--- src/rtl/mult_arbiter.sv ---
// Round-robin front end for a shared sequential signed multiplier: grant -> result in N+2 cycles, one op in flight.
// Response held until rsp_ready; req_ready only in IDLE. Define MULT_ARB_STATS_EN to add the stat_ops counter.
module mult_arbiter #(
  parameter int N    = 4,
  parameter int NREQ = 4
) (
  input  logic                      clk,
  input  logic                      rst,
  input  logic [NREQ-1:0]           req_valid,
  output logic [NREQ-1:0]           req_ready,
  input  logic [NREQ*N-1:0]         req_a,
  input  logic [NREQ*N-1:0]         req_b,
  output logic                      rsp_valid,
  input  logic                      rsp_ready,
  output logic [$clog2(NREQ)-1:0]   rsp_id,
  output logic [2*N-1:0]            rsp_product,
  output logic                      mul_start,
  output logic [N-1:0]              mul_multiplicand,
  output logic [N-1:0]              mul_multiplier,
  input  logic [2*N-1:0]            mul_product,
`ifdef MULT_ARB_STATS_EN
  output logic [15:0]               stat_ops,
`endif
  input  logic                      mul_done
);

  localparam int IW = $clog2(NREQ);

  typedef enum logic [1:0] {IDLE, START, WAIT, RESP} state_t;

  state_t          state;
  logic [IW-1:0]   last_grant;
  logic            grant_vld;
  logic [IW-1:0]   grant_idx;
  logic [IW:0]     cand;
  logic [N-1:0]    a_arr [NREQ];
  logic [N-1:0]    b_arr [NREQ];

  always_comb begin
    for (int i = 0; i < NREQ; i++) begin
      a_arr[i] = req_a[i*N +: N];
      b_arr[i] = req_b[i*N +: N];
    end
  end

  // Search order last_grant+1, +2, ... wrapping modulo NREQ; first valid wins.
  always_comb begin
    grant_vld = 1'b0;
    grant_idx = '0;
    cand      = '0;
    for (int k = 1; k <= NREQ; k++) begin
      cand = {1'b0, last_grant} + (IW+1)'(k);
      if (cand >= (IW+1)'(NREQ))
        cand = cand - (IW+1)'(NREQ);
      if (!grant_vld && req_valid[cand[IW-1:0]]) begin
        grant_vld = 1'b1;
        grant_idx = cand[IW-1:0];
      end
    end
  end

  // Grant follows the live req_valid so a requester that drops out is never accepted.
  assign req_ready = (state == IDLE && !rst && grant_vld) ? (NREQ'(1) << grant_idx) : '0;

  always_ff @(posedge clk or posedge rst) begin
    if (rst) begin
      state            <= IDLE;
      last_grant       <= IW'(NREQ-1);
      rsp_valid        <= 1'b0;
      rsp_id           <= '0;
      rsp_product      <= '0;
      mul_start        <= 1'b0;
      mul_multiplicand <= '0;
      mul_multiplier   <= '0;
    end else begin
      case (state)
        IDLE: begin
          if (grant_vld) begin
            last_grant       <= grant_idx;
            rsp_id           <= grant_idx;
            mul_multiplicand <= a_arr[grant_idx];
            mul_multiplier   <= b_arr[grant_idx];
            mul_start        <= 1'b1;
            state            <= START;
          end
        end
        START: begin
          // mul_done may still be high from the previous op here, so it is not looked at.
          mul_start <= 1'b0;
          state     <= WAIT;
        end
        WAIT: begin
          if (mul_done) begin
            rsp_product <= mul_product;
            rsp_valid   <= 1'b1;
            state       <= RESP;
          end
        end
        RESP: begin
          if (rsp_ready) begin
            rsp_valid <= 1'b0;
            state     <= IDLE;
          end
        end
        default: state <= IDLE;
      endcase
    end
  end

`ifdef MULT_ARB_STATS_EN
  always_ff @(posedge clk or posedge rst) begin
    if (rst)
      stat_ops <= '0;
    else if (state == RESP && rsp_ready)
      stat_ops <= stat_ops + 16'd1;
  end
`endif

endmodule

--- config.mk ---
export PLATFORM = sky130hd
export DESIGN_NAME = mult_arbiter
export DESIGN_NICKNAME = d
export VERILOG_FILES = /design/src/rtl/mult_arbiter.sv
export SDC_FILE = /design/constraint.sdc
export NUM_CORES = 1
export LEC_CHECK = 0
export CAP_MARGIN = 10
export CORE_AREA = 2 2 63 71
export DETAILED_ROUTE_END_ITERATION = 6
export DIE_AREA = 0 0 65 73
export GPL_TIMING_DRIVEN = 0
export PLACE_DENSITY = 0.74
export SYNTH_ARGS = -nofsm -noshare
export SYNTH_HDL_FRONTEND = slang
export SYNTH_SLANG_ARGS = --single-unit
export TNS_END_PERCENT = 1
--- constraint.sdc ---
create_clock -name clk -period 1.8 [get_ports clk]
set_input_delay 0.18 -clock clk [delete_from_list [all_inputs] [get_ports clk]]
set_output_delay 0.18 -clock clk [all_outputs]
set_load 0.005 [all_outputs]
### Yosys cells after proc, flatten, opt, wreduce, memory -nomap -nowiden

Cells that the tools add are included.

| cells by class | value |
|---|---|
| order comparisons | 9 |
| bitwise gates (word level) | 1 |
| equal/unequal tests | 6 |
| reductions and logical operators | 17 |
| multiplexer cells | 36 |
| add/subtract/negate cells | 8 |
| shift operators | 1 |

Operators with widths:

| kind | number |
|---|---|
| $mux W2 | 11 |
| $mux W4 | 5 |
| $bmux W4 S2 | 2 |
| $ge A3 B3 Y1 const B | 5 |
| $lt A2 B3 Y1 const B | 4 |
| $mux W1 | 11 |
| $bmux W1 S2 | 4 |
| $pmux W2 S4 | 1 |
| $sub A2 B1 Y2 const B | 4 |
| $add A2 B2 Y3 const B | 2 |
| $ne A2 B2 Y1 const B | 3 |
| $reduce_and A2 Y1 | 3 |
| $reduce_and A3 Y1 | 2 |
| $logic_and A1 B1 Y1 | 5 |
| $eq A2 B2 Y1 const B | 2 |
| $logic_not A1 Y1 | 4 |
| $pmux W1 S2 | 2 |
| $reduce_bool A2 Y1 | 2 |
| $shl A1 B2 Y4 const A | 1 |
| $add A2 B1 Y3 const B | 1 |
| $add A2 B3 Y3 const B | 1 |
| $not A2 Y3 | 1 |
| $eq A2 B1 Y1 const B | 1 |
| $logic_not A2 Y1 | 1 |

| word-level totals | value |
|---|---|
| logic and storage cells | 86 |
| bits of input ports | 48 |
| flip-flop bits (word level) | 24 |

### Longest topological paths before layout

| depth | value |
|---|---|
| word-level depth | 19 |
| mapped depth | 6 |
| mapped depth without buffers | 6 |

### Worst setup path after synthesis

Ideal clock, no wire load.

| path | value |
|---|---|
| path type | register to register |
| start point | register last_grant[1] |
| end point | register mul_multiplicand[0] |
| setup slack | -7 ps |
| arrival time | 1650 ps |
| data required time | 1643 ps |
| buffers on the path | 1 |
| cell stages (with the launch flop) | 7 |
| cells stage by stage | dfstp_2 > mux2_4 > a22oi_4 > and2_4 > buf_12 > mux2i_1 > a211oi_1 |

| between the ends | value |
|---|---|
| word-level cells in the longest chain between the ends | 19 |

RTL lines:

| what | line | RTL |
|---|---|---|
| from (decl) | 32 | `logic [IW-1:0] last_grant;` |
| from (signal assigned) | 68 | `last_grant <= IW'(NREQ-1);` |
| from (signal assigned) | 79 | `last_grant <= grant_idx;` |
| $add A2 B1 Y3 | 52 | `cand = {1'b0, last_grant} + (IW+1)'(k);` |
| $ge A3 B3 Y1 or $sub A2 B1 Y2 (tied branches) | 53, 54 |  |
| $mux W2 | 53 | `if (cand >= (IW+1)'(NREQ))` |
| $bmux W1 S2 | 55 | `if (!grant_vld && req_valid[cand[IW-1:0]]) begin` |
| $mux W1 (implied by the code) | 55 |  |
| $mux W1 | 55 |  |
| $logic_not A1 Y1 | 55 |  |
| $logic_and A1 B1 Y1 | 55 |  |
| [... 2 more ...] | - |  |
| $logic_and A1 B1 Y1 | 55 |  |
| $mux W1 | 55 |  |
| $logic_not A1 Y1 | 55 |  |
| $logic_and A1 B1 Y1 | 55 |  |
| $mux W2 | 55 |  |
| $not A2 Y3 (implied by the code) | 81 | `mul_multiplicand <= a_arr[grant_idx];` |
| $bmux W4 S2 | 81 |  |
| $mux W4 (implied by the code) (2 in a row) | 81 |  |
| to (signal assigned) | 81 |  |
| to (decl) | 18 | `output logic [N-1:0] mul_multiplicand,` |

Parallel ways exist; a longest one is shown, timed or not. The select of a mux whose other input is x is not followed.
A chain may end at the register's enable or synchronous reset.

### Worst setup path in the final report

| path | value |
|---|---|
| start point | register last_grant[1] |
| end point | output req_ready[0] |

| between the ends | value |
|---|---|
| word-level cells in the longest chain between the ends | 17 |

RTL lines:

| what | line | RTL |
|---|---|---|
| $add A2 B1 Y3 | 52 |  |
| $ge A3 B3 Y1 or $sub A2 B1 Y2 (tied branches) | 53, 54 |  |
| $mux W2 | 53 |  |
| $bmux W1 S2 | 55 |  |
| $mux W1 (implied by the code) | 55 |  |
| $mux W1 | 55 |  |
| $logic_not A1 Y1 | 55 |  |
| $logic_and A1 B1 Y1 | 55 |  |
| $mux W1 | 55 |  |
| $logic_not A1 Y1 | 55 |  |
| $logic_and A1 B1 Y1 | 55 |  |
| $mux W1 | 55 |  |
| $logic_not A1 Y1 | 55 |  |
| $logic_and A1 B1 Y1 | 55 |  |
| $mux W2 or $mux W1 (tied branches) | 55 |  |
| $shl A1 B2 Y4 or $logic_and A1 B1 Y1 (tied branches) | 63 | `assign req_ready = (state == IDLE && !rst && grant_vld) ? (NREQ'(1) << grant_idx) : '0;` |
| $mux W4 * | 63 |  |
| to (decl) | 10 | `output logic [NREQ-1:0] req_ready,` |

Mark *: on every way between the ends. The rest lies on a longest branch, timed or not. The select of a mux whose other input is x is not followed.

==> impl_metrics.ini <==
[worst_hold_path]
timing.hold.worst.class = in2async

[die]
die_y_um = 73
core-area_um2 = 4100
num_io_pins = 72
dieWidth_um = 65
initial_core_util = 0.335
die_area_um2 = 4750
num_rows = 25

[setup_path]
critical_path.max_stage_delay_ns = 0.60
cp-end-kind = output port
cp_common_cell = buf_6
r2r_start = last_grant[1]
crit_path_max_delay_cell_type = dfstp_2
path_cells = buf_6 -> buf_6 -> o211ai_1 -> a31oi_4 -> buf_6 -> and3_4 -> buf_6
worst_ep_required_time_ns = 1.62
rr_endpoint = mul_multiplicand[3]
critPathLaunchType = register
timing_worst_setup_path_type = reg2out
cp_top_family = flip-flops
path_max_fanout = 4
ff2ff_setup_slack_ns = -0.22
ff2ff_path_depth = 7
cp_num_buf_inv = 4
cp_data_arrival_time_ns = 1.92

[cells_and_area]
syn_to_final_growth_pct = 77.6
layoutNonFillerInstCount = 277
final_core_util = 0.595
drive_gt1_frac = 0.251
num_antenna_cells = 0
design.final.nets = 277

[placement]
portBuffers = 71
gp_congestion = 0.773
placement.setup.worst_slack_ns = -1.05
dp_hpwl_mm = 2.67
dp.cells = 256

[logic_synthesis]
syn_avg_cell_area_um2 = 10.5
synth_edf_count = 0
synth-seq-area-share = 0.440
syn-cell-area_um2 = 1370
commonest_register_cell_after_synthesis = dfrtp_1
synth.yosys.warnings = 0
netlist_instances = 131
synth_fp_nets = 184
ys_ff_latch = 24
async_sr_flop_fraction = 1.00
ys_types = 30

[sta]
hold_viol = 0
rsz0062_at_grt = yes
fin_setup_tns_ns = -2.16
period_needed_ns = 2.10
final-setup-viol-count = 12
worst_pin_slew_ns = 0.636
timing.final.crit_share = 1.17
headroom_to_the_max_slew_limit = 0.574
finClkSkew_ns = 0.00505
layout_setup_ws_ns = -0.300
slew_violations = 0
fmax_ghz = 0.476

[routing]
initialDrtViolationCount = 60
drt-pass1-iter-count = 4
route.antenna.remaining_nets = 0
wire_per_inst_um = 14.8
drc = 0
vias_per_cell = 5.03
finalWirelength_mm = 4.10
vias = 1393

[cts]
cts.htree.levels = 1
sinks_on_the_clock_net = 24
cts_inserted_buffers = 3
clock_latency_ns = 0.26
cts_root_buffer = clkbuf_8
cts.path.max_buffers = 2
clkTransAtPathRegs_ns = 0.09
tritoncts = yes

[flow_run]
timing.max_cap.violations = 0

[status]
status = complete, but fails checks
violations = setup timing

[pwr]
power-per-cell-area_nw_per_um2 = 1410
finalPower_uw = 3420
ir_worst_vdd_mv = 0.605
reported_leakage_power_uw = 0.00103

[global_routing]
initial_antenna_violation_count = 0
grt_usage = 0.182
grt_first_pass_wirelength_mm = 6.80
global_route.overflow_total = 0
number_of_global_route_vias_before_repair = 1542
grt_start_max_net_pins = 14
[power by group]
group	internal, uW	total [uW]	switching, uW
logic	1170	2050	883
registers	838	997	160
clock network	195	372	177
total	2200	3420	1220
[cells by family after synthesis]
group           count (synthesis)  synth area share
flops                          24             0.440
simple gates                   37             0.126
fa+ha+maj                       5            0.0456
buf+inv                         9            0.0392
compound gates                 39             0.214
mux                            17             0.135
[layout make-up]
| cell class | instances | area, um2 |
|---|---|---|
| flip-flops and latches | 24 | 603 |
| plain buffers | 3 | 36.3 |
| fillers | 352 | 1660 |
| inverters | 6 | 26.3 |
| clock buffers | 4 | 55.1 |
| well taps | 54 | 67.6 |
| repair inverters | 1 | 5.00 |
| repair buffers | 87 | 832 |
| multi-input cells | 98 | 811 |
[how the worst max path moves through the flow]
stage / slack [ns] / endpoint / startpoint / cells past startpoint
after floorplan: -0.007 / mul_multiplicand[0] / last_grant[1] / 6
after global placement: -1.06 / req_ready[1] / req_valid[3] / 6
after detailed placement: -1.05 / req_ready[0] / req_valid[3] / 6
after CTS: -0.28 / req_ready[1] / last_grant[1] / 5
after global routing: -0.35 / req_ready[0] / last_grant[1] / 6
final: -0.30 / req_ready[0] / last_grant[1] / 7
[synth_stat cells (2+ instances only)]
master | n | area, um2
a21boi_0 | 8 | 60.1
a211oi_1 | 16 | 120
mux2_2 | 8 | 90.1
a31oi_1 | 2 | 12.5
nand3b_1 | 2 | 15.0
a21oi_1 | 3 | 15.0
o21ai_0 | 4 | 20.0
inv_1 | 6 | 22.5
nor2b_1 | 2 | 12.5
and3_1 | 2 | 12.5
nand2_1 | 13 | 48.8
ha_1 | 5 | 62.6
nor2_1 | 12 | 45.0
mux2i_1 | 8 | 80.1
nor4_1 | 3 | 18.8
dfrtp_1 | 22 | 551
dfstp_2 | 2 | 52.6
[state kept, by name (all words and copies together) (netlist names)]
register and flops:
rsp_product 8, rsp_id 2, state 2, mul_multiplicand 4
mul_multiplier 4, rsp_valid 1, last_grant 2, mul_start 1
[layout by cell type, fill, tap and decap left out, types with 5 or more instances in the layout]
cell             synthesis  routed
a211oi_1                16      16
a21boi_0                 8       8
buf_4                    1      11
buf_6                    0       7
clkdlybuf4s50_1          0      64
dfrtp_1                 22      22
inv_1                    6       5
mux2_2                   8       8
mux2i_1                  8       8
nand2_1                 13      11
nor2_1                  12      12
[what timing repair did]
action,in CTS,in global routing
setup buffers,13,3
resized for setup,31,16
pin swaps,8,8
endpoints found under the setup margin,13,15
hold buffers,0,0
cloned,1,0
[metal layers]
metal  up-vias  share of wire  GRT usage  routed length (um)
met5         -              0          0                   0
met4         0          0.014     0.0402                  59
met3         6          0.072     0.0509                 297
met2        50           0.53      0.352                2170
met1       669           0.38      0.194                1570
li1        668              -          -                   -
[metrics by stage]
| stage | hold WS [ns] | cell area (um2) |
|---|---|---|
| finish | 0.383 | 2440 |
| global route | 0.417 | 2440 |
| CTS | 0.383 | 2400 |
| detailed placement | 0.480 | 2150 |
| global placement | 0.468 | 2150 |
| floorplan | 0.204 | 1370 |
(Power assumes the default switching activity.)
